==> src/rtl/pc_gen.sv <==
// Program-counter generator feeding fetch_imem: sequential +4 advance, stall,
// redirect, halt/resume, sticky address faults and a retired-fetch counter.
module pc_gen #(
    parameter logic [31:0] RESET_ADDR = 32'h0000_0000,
    parameter int          IMEM_LOG2  = 3,
    parameter logic        WRAP_EN    = 1'b0
) (
    input  logic        clk_i,
    input  logic        rst_i,
    input  logic        stall_i,
    input  logic        redirect_valid_i,
    input  logic [31:0] redirect_target_i,
    input  logic        halt_req_i,
    input  logic        resume_i,
    output logic [31:0] pc_o,
    output logic [31:0] pc_plus4_o,
    output logic        pc_valid_o,
    output logic        fault_misalign_o,
    output logic        fault_range_o,
    output logic [31:0] fetch_count_o
);

    localparam logic [31:0] LIMIT = 32'd4 << IMEM_LOG2;

    typedef enum logic [1:0] {BOOT, RUN, HALT, FAULT} state_e;

    state_e      state_q, state_d;
    logic [31:0] pc_q, pc_d;
    logic        fm_q, fm_d;
    logic        fr_q, fr_d;
    logic [31:0] cnt_q, cnt_d;
    logic [31:0] pc_plus4;
    logic        seq_oor;

    assign pc_plus4 = pc_q + 32'd4;
    assign seq_oor  = (pc_plus4 >= LIMIT);

    always_ff @(posedge clk_i) begin
        if (rst_i) begin
            state_q <= BOOT;
            pc_q    <= RESET_ADDR;
            fm_q    <= 1'b0;
            fr_q    <= 1'b0;
            cnt_q   <= '0;
        end else begin
            state_q <= state_d;
            pc_q    <= pc_d;
            fm_q    <= fm_d;
            fr_q    <= fr_d;
            cnt_q   <= cnt_d;
        end
    end

    always_comb begin
        state_d = state_q;
        pc_d    = pc_q;
        fm_d    = fm_q;
        fr_d    = fr_q;
        cnt_d   = cnt_q;
        // Retired fetch is counted on the current state, before any transition.
        if (state_q == RUN && !stall_i) cnt_d = cnt_q + 32'd1;
        unique case (state_q)
            BOOT: state_d = RUN;
            RUN: begin
                if (halt_req_i) begin
                    state_d = HALT;
                end else if (redirect_valid_i) begin
                    if (redirect_target_i[1:0] != 2'b00) begin
                        state_d = FAULT;
                        fm_d    = 1'b1;
                    end else if (redirect_target_i >= LIMIT) begin
                        state_d = FAULT;
                        fr_d    = 1'b1;
                    end else begin
                        pc_d = redirect_target_i;
                    end
                end else if (!stall_i) begin
                    if (!seq_oor)     pc_d = pc_plus4;
                    else if (WRAP_EN) pc_d = RESET_ADDR;
                    else begin
                        state_d = FAULT;
                        fr_d    = 1'b1;
                    end
                end
            end
            HALT: begin
                // A halt request arriving alongside resume keeps us parked.
                if (resume_i && !halt_req_i) begin
                    state_d = RUN;
                    if (!seq_oor)     pc_d = pc_plus4;
                    else if (WRAP_EN) pc_d = RESET_ADDR;
                    else begin
                        state_d = FAULT;
                        fr_d    = 1'b1;
                    end
                end
            end
            FAULT: state_d = FAULT;
            default: state_d = BOOT;
        endcase
    end

    assign pc_o             = pc_q;
    assign pc_plus4_o       = pc_plus4;
    assign pc_valid_o       = (state_q == RUN);
    assign fault_misalign_o = fm_q;
    assign fault_range_o    = fr_q;
    assign fetch_count_o    = cnt_q;

endmodule

==> config.mk <==
export PLATFORM = sky130hd
export DESIGN_NAME = pc_gen
export DESIGN_NICKNAME = d
export VERILOG_FILES = /design/src/rtl/pc_gen.sv
export SDC_FILE = /design/constraint.sdc
export NUM_CORES = 1
export LEC_CHECK = 0
export BUFFER_PORTS_ARGS = -buffer_cell sky130_fd_sc_hd__buf_2
export CORE_MARGIN = 3
export CORE_UTILIZATION = 41
export CTS_CLUSTER_DIAMETER = 150
export DETAILED_ROUTE_END_ITERATION = 12
export PLACE_DENSITY = 0.65
export SLEW_MARGIN = 20
export SYNTH_ARGS = -nofsm -noshare
export SYNTH_HDL_FRONTEND = slang
export SYNTH_SLANG_ARGS = --single-unit
export TNS_END_PERCENT = 30
==> constraint.sdc <==
create_clock -name clk_i -period 9.5 [get_ports clk_i]
set_input_delay 2.375 -clock clk_i [delete_from_list [all_inputs] [get_ports clk_i]]
set_output_delay 2.375 -clock clk_i [all_outputs]
set_load 0.05 [all_outputs]
# After elaboration in Yosys (flattened, before gate mapping)
# Index checks and enable logic that the tools add are counted.
word_totals:
  register_bits: 68
  input_bits: 38
  out_inout_bits: 99
classes:
  add_sub_neg: 2
  n_lt_le_gt_ge: 2
  eq_ne: 12
  muxes: 25
  bitwise_logic: 1
  reduce_logical: 11
ops:
  columns: ["cell", "n"]
  rows:
  - ["$mux 32", 7]
  - ["$ge 32x6->1 const B", 2]
  - ["$pmux 32 s2", 1]
  - ["$add 32x1->32 const B", 1]
  - ["$add 32x3->32 const B", 1]
  - ["$mux 2", 8]
  - ["$reduce_and 6->1", 2]
  - ["$ne 3x3->1 const B", 3]
  - ["$pmux 2 s4", 1]
  - ["$reduce_and 4->1", 2]
  - ["$mux 1", 7]
  - ["$ne 5x3->1 const B", 1]
  - ["$eq 2x2->1 const B", 2]
  - ["$ne 2x2->1 const B", 2]
  - ["$ne 4x3->1 const B", 1]
  - ["$ne 4x4->1 const B", 1]
  - ["$reduce_bool 2->1", 2]
  - ["$ne 3x2->1 const B", 1]
  - ["$eq 2x1->1 const B", 1]
  - ["$logic_and 1x1->1", 2]
  - ["$logic_not 1->1", 2]
  - ["$logic_not 2->1", 1]
  - ["$pmux 1 s2", 1]
  - ["$not 1->1", 1]

# Depth between registers and ports, before layout
# Gate-level depths: netlist of run 1.
logic_depth:
  ltp_word: 7
  ltp_mapped: 12

# Worst setup path before layout of run 1
# OpenSTA, ideal clock, no wires.
synth_path:
  kind: "flip-flop to output port"
  start: "register pc_q[2] (netlist: pc_o[2])"
  end: "output port pc_plus4_o[30]"
  arrival_time_ns: 2.884
  required_time_ns: 7.125
  slack_ns: 4.241
  path_stages_with_launch: 8
  n_path_buf: 1
  path_cell_list: "dfxtp_1 -> ha_1 -> buf_2 -> nand4_1 -> nor4_2 -> nand2_1 -> nor3_1 -> xor2_1"
synth_between:
  elab_chain_len: 1
synth_lines:
  columns: ["item", "line", "rtl"]
  rows:
  - ["from (decl)", "28", "logic [31:0] pc_q, pc_d;"]
  - ["from (signal assigned)", "47", "pc_q <= pc_d;"]
  - ["$add 32x3->32", "35", "assign pc_plus4 = pc_q + 32'd4;"]
  - ["to (decl)", "16", "output logic [31:0] pc_plus4_o,"]
# No other way between the ends.

# Worst setup path after layout of run 1
# Same ends and word-level chain as after synthesis.

==> impl_metrics.json, run 1 <==
{
  "numPortBuffers": 136,
  "setup_total_negative_slack_ps": 0,
  "report.final.slew_viol_count": 0,
  "synth-edff-count": 0,
  "clock-root-buffer": "clkbuf_8",
  "drive_gt1_share_pct": 31.2,
  "fmax_ghz": 0.184,
  "core-area_mm2": 0.00928,
  "start_util_pct": 42.5,
  "hold_violations": 0,
  "cp.arrival_ps": 3050,
  "ys_ff_latch": 68,
  "worstHoldPathType": "reg -> reg",
  "p_leak_nw": 2.18,
  "dr_total_vias": 3896,
  "pwr-share-comb_pct": 26.6,
  "fin_skew_ps": 10.7,
  "p_sw_share_pct": 35.8,
  "multi_input_area_mm2": 0.00235,
  "dieArea_mm2": 0.0108,
  "critical_path_peak_fanout": 8,
  "die_w_um": 104,
  "relSlewSlack_pct": 37.2,
  "status": "complete, no violations",
  "powerDensity_mw_per_mm2": 173,
  "synth_fp_nets": 522,
  "io_pins": 137,
  "yosys.cell_types.count": 56,
  "max-cap-violations": 0,
  "seq_area_mm2": 0.00136,
  "reg2regPathDepth": 9,
  "peakVddDrop_uv": 89.1,
  "htreeDepth": 3,
  "routed_wl_um": 10700,
  "final_nets": 641,
  "start_kind": "flop",
  "tightest_slew_ps": 943,
  "power.switching_w": 0.000300,
  "clkPwrFrac_pct": 35.6,
  "hp-start": "fault_range_o",
  "wire_per_inst_um": 14.7,
  "antenna_left": 0,
  "yosysSeqAreaShare_pct": 34.5,
  "r2r-start": "pc_o[2]",
  "syn-mean-instance-area_um2": 8.25,
  "cts_buffers": 9,
  "fin_crit_sh_pct": 57.1,
  "n_fill_cell": 939,
  "reg2reg_slack_ps": 5580,
  "synth_ff_type": "dfxtp_1",
  "via_per_inst": 5.33,
  "dp_cells": 715,
  "grt_pass1_wl_um": 17500,
  "cts_tree": "built",
  "worstReg2RegEnd": "pc_o[2]",
  "syn_to_final_growth_pct": 23.2,
  "overflow": 0,
  "criticalPathCategory": "reg -> out",
  "setup_viol": 0,
  "ys_warn_count": 0,
  "chipHeight_um": 104,
  "antenna_found_initial": 0,
  "syn_inst": 478,
  "clock_latency_ps": 350,
  "drc": 0,
  "gp_congestion": 0.875,
  "synth_area_mm2": 0.00394,
  "hold_depth": 1,
  "p_int_w": 0.000538,
  "n_antenna_cell": 0,
  "crit_slowest_cell": "nor4_2",
  "end_kind": "output pin",
  "min_to": "fault_range_o",
  "final_cells": 731,
  "num_rows": 35,
  "cts_sinks": 68,
  "final.min_clock_period_ps": 5420,
  "path_clk_slew_ps": 90,
  "cp-startpoint": "pc_o[2]",
  "dr.pass1.iters": 5,
  "cts_buffer_depth": 2,
  "crit_required_ps": 7130,
  "ctsHoldBuffers": 0,
  "power_frac_seq_pct": 37.7,
  "postSynth.asyncResetShare_pct": 0,
  "crit_chain": "ha_1, nand4_1, nor4_2, nand2_1, nor3_1, xor2_1, buf_2",
  "rsz0062_at_grt": "no",
  "ctsResizeCount": 0,
  "grt_use_total_pct": 19.5,
  "dp_hpwl_um": 8020,
  "grt_max_degree": 48,
  "cpPeakStageDelay_ps": 630,
  "drtIter0Drc": 193,
  "cts_setup_buffers": 0,
  "grt_pass1_vias": 3483
}
cell families (layout without fill, tap and decap cells):
kind of cell | count (synthesis) | count (layout) | share of synthesized area [%]
XOR/XNOR | 54 | 54 | 12.0
AO/OA/AOI/OAI | 59 | 59 | 10.7
flip-flops | 68 | 68 | 34.5
AND/OR/NAND/NOR | 247 | 247 | 34.6
adder cells (fa/ha/maj) | 6 | 6 | 1.90
buffers and inverters | 42 | 166 | 5.81
multiplexers | 2 | 2 | 0.508
worst max-delay path by stage:
stage / cells after the start / slack (ps) / endpoint
floorplan: 7 / 4240 / pc_plus4_o[30]
global route: 7 / 3910 / pc_plus4_o[30]
detailed placement: 7 / 4570 / pc_plus4_o[30]
CTS: 7 / 4080 / pc_plus4_o[30]
global placement: 7 / 4710 / pc_plus4_o[30]
finish: 7 / 4080 / pc_plus4_o[30]
cell usage in the layout, fill, tap and decap left out, drive strengths merged, types with 19 or more instances in the layout:
| master | synthesis | routed |
|---|---|---|
| buf | 20 | 136 |
| and2 | 29 | 29 |
| nor2 | 58 | 58 |
| dfxtp | 68 | 68 |
| nand4 | 22 | 22 |
| nor4 | 19 | 19 |
| xnor2 | 25 | 25 |
| nand2 | 37 | 37 |
| xor2 | 29 | 29 |
| nand3 | 24 | 24 |
final cells by class:
cell class / count / area share [%]
Multi-Input combinational cell: 368 / 48.4
Sequential cell: 68 / 28.0
Timing Repair Buffer: 136 / 14.0
Tap cell: 129 / 3.32
Clock buffer: 9 / 2.55
Clock inverter: 7 / 2.55
Inverter: 14 / 1.08
sequential cells by signal, summed over array words and instances (netlist names):
| signal | cells |
|---|---|
| fetch_count_o | 32 |
| pc_o | 32 |
| state_q | 2 |
| fault_misalign_o | 1 |
| fault_range_o | 1 |
power groups by stage:
| stage | Combinational [W] | Sequential, W | Clock (W) |
|---|---|---|---|
| 6_report | 0.000223 | 0.000316 | 0.000299 |
| 5_1_grt | 0.000244 | 0.000319 | 0.000320 |
| 4_1_cts | 0.000226 | 0.000316 | 0.000306 |
| 3_5_place_dp | 0.000222 | 0.000322 | 0 |
| 3_3_place_gp | 0.000222 | 0.000321 | 0 |
| 2_1_floorplan | 0.000147 | 0.000348 | 0 |
critical path, delay by kind of cell, from the launching register on:
family	cells	cell delay [ps]
xor gates and xnor gates	1	200
adders and majority gates	1	350
buffers and inverters	1	290
DFF	1	470
and+or+nand+nor	4	1370
synthesized netlist by cell type (7+ instances only):
cell	number	area share, %
nor4_1	18	2.9
nand2_1	37	3.5
xnor2_1	25	5.6
nand3_1	24	3.0
clkbuf_1	7	0.67
nor3_1	16	2.0
nor2b_1	7	1.1
inv_1	14	1.3
nor2_1	58	5.5
buf_2	8	1.0
or3_1	8	1.3
o21ai_0	13	1.7
buf_4	8	1.5
xor2_1	29	6.4
a21oi_1	12	1.5
and2_1	10	1.6
and2_4	17	3.8
nand4_1	20	3.2
dfxtp_1	68	35
metrics by stage:
stage	power [W]	hold slack, ps	utilization (%)	cell area [um^2]	setup slack [ps]
after global routing	0.000882	514	52.3	4860	3910
final	0.000838	487	52.3	4860	4080
after global placement	0.000542	460	49.6	4610	4710
after detailed placement	0.000545	464	49.6	4610	4570
after floorplan	0.000496	497	-	3940	4240
after CTS	0.000848	491	52.3	4860	4080
layer usage:
layer | up-vias | wire (um) | GRT usage [%]
met2 | 173 | 4980 | 31.3
met1 | 1797 | 4850 | 26.2
met3 | 13 | 819 | 4.72
li1 | 1913 | - | -
met4 | 0 | 89 | 5.03
met5 | - | 0 | 0
Note: power is estimated with default switching activity, not from simulation.
==> run 2: changes to the inputs <==
- clock period: 9.5 -> 5.4 ns (I/O delays scaled with it)
==> impl_metrics.json, run 2 (synthesis results as in run 1) <==
{
  "via_per_inst": 5.24,
  "tightest_slew_ps": 948,
  "cts_sinks": 68,
  "grt_pass1_wl_um": 17900,
  "rsz0062_at_grt": "no",
  "power.switching_w": 0.000532,
  "grt_max_degree": 48,
  "report.final.slew_viol_count": 0,
  "n_fill_cell": 969,
  "setup_total_negative_slack_ps": 0,
  "num_rows": 35,
  "clock-root-buffer": "clkbuf_8",
  "chipHeight_um": 104,
  "gp_congestion": 0.879,
  "crit_chain": "ha_1, nand4_1, nor4_2, nand2_1, nor3_1, xor2_1, buf_2",
  "cpPeakStageDelay_ps": 640,
  "p_leak_nw": 2.15,
  "ctsResizeCount": 0,
  "worstReg2RegEnd": "pc_o[2]",
  "hold_violations": 0,
  "multi_input_area_mm2": 0.00235,
  "path_clk_slew_ps": 80,
  "status": "complete, no violations",
  "antenna_left": 0,
  "antenna_found_initial": 0,
  "grt_pass1_vias": 3644,
  "cts_setup_buffers": 0,
  "drtIter0Drc": 201,
  "reg2regPathDepth": 9,
  "dr_total_vias": 3834,
  "p_int_w": 0.000807,
  "drive_gt1_share_pct": 31.2,
  "pwr-share-comb_pct": 29.0,
  "overflow": 0,
  "setup_viol": 0,
  "cts_tree": "built",
  "start_kind": "flop",
  "fin_crit_sh_pct": 79.5,
  "n_antenna_cell": 0,
  "relSlewSlack_pct": 36.8,
  "dr.pass1.iters": 5,
  "clkPwrFrac_pct": 29.6,
  "crit_required_ps": 4050,
  "peakVddDrop_uv": 178,
  "fin_skew_ps": 12.4,
  "numPortBuffers": 136,
  "start_util_pct": 42.5,
  "final.min_clock_period_ps": 4290,
  "critical_path_peak_fanout": 8,
  "cts_buffers": 9,
  "crit_slowest_cell": "nor4_2",
  "clock_latency_ps": 350,
  "drc": 0,
  "final_cell_mix": "136 x buf_2, 68 x dfxtp_1, 58 x nor2_1",
  "die_w_um": 104,
  "wire_per_inst_um": 14.7,
  "cp.arrival_ps": 2940,
  "layout_commonest_cell": "buf_2",
  "htreeDepth": 3,
  "seq_area_mm2": 0.00136,
  "hp-start": "fault_range_o",
  "syn_to_final_growth_pct": 21.5,
  "critPathTopFamily": "simple AND/OR/NAND/NOR gates",
  "grt_use_total_pct": 19.6,
  "hold_depth": 1,
  "io_pins": 137,
  "criticalPathCategory": "reg -> out",
  "fmax_ghz": 0.233,
  "end_kind": "output pin",
  "dp_hpwl_um": 8120,
  "core-area_mm2": 0.00928,
  "hold_ws_ps": 480,
  "powerDensity_mw_per_mm2": 280,
  "r2r-start": "pc_o[2]",
  "min_to": "fault_range_o",
  "path_buf_inv": 1,
  "dieArea_mm2": 0.0108,
  "ctsHoldBuffers": 0,
  "worstHoldPathType": "reg -> reg",
  "cts_buffer_depth": 2,
  "final_nets": 641,
  "p_sw_share_pct": 39.7,
  "max-cap-violations": 0,
  "routed_wl_um": 10700,
  "power_frac_seq_pct": 41.4,
  "reg2reg_slack_ps": 1700
}
==> run 2: metal layers <==
layer | GRT usage (%) | part of all wire (%) | vias to the layer above
met4 | 5.60 | 1.6 | 0
met2 | 31.6 | 46 | 166
li1 | - | - | 1910
met1 | 25.0 | 44 | 1737
met5 | 0 | 0 | -
met3 | 6.64 | 8.9 | 21
==> run 2: power groups by stage <==
stage                     Combinational (W)  Clock, W  Sequential, W
after floorplan                    0.000259         0       0.000613
after global placement             0.000390         0       0.000564
after detailed placement           0.000393         0       0.000566
after CTS                          0.000394  0.000410       0.000555
after global routing               0.000432  0.000430       0.000561
final                              0.000388  0.000396       0.000555
==> run 2: worst max path at each step <==
stage	start	endpoint	slack [ps]	cells past startpoint
6_report	pc_o[2]	pc_plus4_o[30]	1110	7
5_1_grt	pc_o[2]	pc_plus4_o[30]	840	7
4_1_cts	pc_o[2]	pc_plus4_o[30]	1080	7
3_5_place_dp	pc_o[2]	pc_plus4_o[30]	1470	7
3_3_place_gp	pc_o[2]	pc_plus4_o[30]	1590	7
2_1_floorplan	pc_o[2]	pc_plus4_o[30]	1170	7
==> run 2: cell type report <==
class | instances | area share, %
Multi-Input combinational cell | 368 | 49.1
Sequential cell | 68 | 28.4
Timing Repair Buffer | 136 | 14.2
Tap cell | 129 | 3.37
Clock buffer | 9 | 2.59
Clock inverter | 7 | 1.23
Inverter | 14 | 1.10
==> run 2: per-stage QoR <==
stage / cells / cell area [um^2] / util [%] / setup WS [ps] / power [W]
floorplan: 478 / 3940 / - / 1170 / 0.000872
detailed placement: 715 / 4610 / 49.6 / 1470 / 0.000959
global route: 731 / 4790 / 51.6 / 841 / 0.00142
CTS: 731 / 4790 / 51.6 / 1080 / 0.00136
global placement: 715 / 4610 / 49.6 / 1590 / 0.000954
finish: 731 / 4790 / 51.6 / 1110 / 0.00134
==> run 3: changes to the inputs <==
- ABC_AREA: not set -> 1
- PLACE_DENSITY: 0.65 -> 0.64
- clock period: 5.4 -> 4.25 ns (I/O delays scaled with it)
==> impl_metrics.json, run 3 <==
{
  "clock_latency_ps": 340,
  "layout_commonest_cell": "nand2_1",
  "num_rows": 35,
  "cpPeakStageDelay_ps": 470,
  "criticalPathCategory": "reg -> out",
  "rsz0062_at_grt": "no",
  "p_leak_nw": 2.36,
  "synth_fp_nets": 697,
  "pwr-share-comb_pct": 56.7,
  "placed_area_mm2": 0.00488,
  "dr.pass1.iters": 4,
  "ctsResizeCount": 0,
  "chipHeight_um": 106,
  "overflow": 0,
  "p_sw_share_pct": 55.8,
  "clock-root-buffer": "clkbuf_8",
  "crit_chain": "ha_1, nand3_2, inv_2, nand2_1, nor2_1, xor2_1, buf_2",
  "start_kind": "flop",
  "synth_area_leaders": "dfxtp_1 33%, nand2_1 15%, nor2_1 12%",
  "crit_required_ps": 3190,
  "numPortBuffers": 136,
  "grt_max_degree": 31,
  "grt_pass1_wl_um": 19900,
  "fin_area_mm2": 0.00510,
  "htreeDepth": 3,
  "final.min_clock_period_ps": 3260,
  "cts_buffer_depth": 2,
  "peakVddDrop_uv": 425,
  "hold_violations": 0,
  "cts_setup_buffers": 0,
  "cp-startpoint": "pc_o[2]",
  "yosysMostFrequentCell": "nand2_1",
  "drive_gt1_share_pct": 23.8,
  "yosys.cell_types.count": 34,
  "syn_inst": 653,
  "dp_hpwl_um": 9480,
  "path_buf_inv": 2,
  "power_frac_seq_pct": 27.3,
  "cts_buffers": 9,
  "synth_ff_type": "dfxtp_1",
  "wire_per_inst_um": 12.9,
  "place_ws_ps": 1010,
  "fin_crit_sh_pct": 76.6,
  "relSlewSlack_pct": 46.4,
  "core-area_mm2": 0.00946,
  "drtIter0Drc": 167,
  "fmax_ghz": 0.307,
  "postSynth.asyncResetShare_pct": 0,
  "worst_slack_ps": 993,
  "powerDensity_mw_per_mm2": 706,
  "final_nets": 833,
  "status": "complete, no violations",
  "cts_tree": "built",
  "synth-edff-count": 0,
  "critical_path_peak_fanout": 6,
  "routed_wl_um": 11900,
  "gp_congestion": 0.921,
  "grt_pass1_vias": 4247,
  "cts_sinks": 68,
  "critPathTopFamily": "flip-flops",
  "hp-start": "fetch_count_o[31]",
  "r2r-start": "pc_o[2]",
  "ys_ff_latch": 68,
  "end_kind": "output pin",
  "report.final.slew_viol_count": 0,
  "tightest_slew_ps": 803,
  "syn-mean-instance-area_um2": 6.28,
  "final_util_pct": 53.9,
  "final_cell_mix": "166 x nand2_1, 136 x nor2_1, 136 x buf_2",
  "setup_total_negative_slack_ps": 0,
  "via_per_inst": 4.88,
  "setup_viol": 0,
  "synth_area_mm2": 0.00410,
  "hold_ws_ps": 466,
  "p_int_w": 0.00159,
  "fin_skew_ps": 10.6,
  "worstHoldPathType": "reg -> reg",
  "start_util_pct": 43.4,
  "cp.arrival_ps": 2190,
  "path_clk_slew_ps": 70,
  "clkPwrFrac_pct": 16.1,
  "power.switching_w": 0.00201,
  "max-cap-violations": 0,
  "synth_common_cells": "166 x nand2_1, 136 x nor2_1, 72 x inv_1",
  "syn_to_final_growth_pct": 24.3,
  "yosysTopAreaCell": "dfxtp_1",
  "dr_total_vias": 4500,
  "crit_slowest_cell": "dfxtp_1",
  "die_w_um": 106,
  "antenna_left": 0,
  "ys_warn_count": 0,
  "n_antenna_cell": 0,
  "grt_use_total_pct": 21.3,
  "yosysSeqAreaShare_pct": 33.2,
  "dieArea_mm2": 0.0112,
  "drc": 0,
  "yosysTopAreaCellShare_pct": 33.2,
  "antenna_found_initial": 0,
  "ctsHoldBuffers": 0,
  "io_pins": 137
}
==> run 3: stage by stage <==
stage | instances | total power, W
2_1_floorplan | 653 | 0.00258
3_3_place_gp | 907 | 0.00301
3_5_place_dp | 907 | 0.00304
4_1_cts | 923 | 0.00363
5_1_grt | 923 | 0.00383
6_report | 923 | 0.00360
==> run 3: path summary, 6_finish.rpt <==
kind	end	slack [ps]	cells past startpoint
worst max-delay path	pc_plus4_o[18]	990	7
worst min-delay path	fetch_count_o[31]	470	2
worst max register to register	pc_o[2]	1170	12
worst min register to register	fetch_count_o[31]	470	2
==> run 3: final cells by class <==
type,count,area [um^2]
Timing Repair Buffer,138,696
Multi-Input combinational cell,496,2380
Inverter,76,285
Sequential cell,68,1360
Tap cell,129,161
Fill cell,986,4360
Clock inverter,6,88.8
Clock buffer,10,128
==> run 3: tightest hold or removal path: cells and delay by family, from the launching register on <==
family | cells | cell delay, ps
buffers and inverters | 1 | 60
AOI/OAI and AO/OA | 1 | 50
DFF | 1 | 310
==> run 3: logic make-up (layout without fill, tap and decap cells) <==
| family | count (synthesis) | in the layout | synth area share [%] |
|---|---|---|---|
| DFF | 68 | 68 | 33.2 |
| xor gates and xnor gates | 15 | 15 | 3.20 |
| AOI/OAI and AO/OA | 82 | 82 | 11.0 |
| and+or+nand+nor | 393 | 393 | 41.9 |
| buffers and inverters | 89 | 230 | 8.88 |
| adders and majority gates | 6 | 6 | 1.83 |
==> run 3: metal layers <==
| layer | global-route usage [%] | share of wire [%] | up-vias |
|---|---|---|---|
| met5 | 0 | 0 | - |
| met4 | 6.85 | 1.5 | 0 |
| met3 | 3.58 | 5.8 | 15 |
| met2 | 36.6 | 47 | 139 |
| met1 | 27.2 | 45 | 2009 |
| li1 | - | - | 2337 |
==> run 3: power by group through the flow <==
stage	combinational, W	sequential, W	clock, W
3_3_place_gp	0.00202	0.000987	0
3_5_place_dp	0.00205	0.000992	0
2_1_floorplan	0.00122	0.00136	0
6_report	0.00204	0.000981	0.000578
4_1_cts	0.00205	0.000979	0.000594
5_1_grt	0.00220	0.00101	0.000618
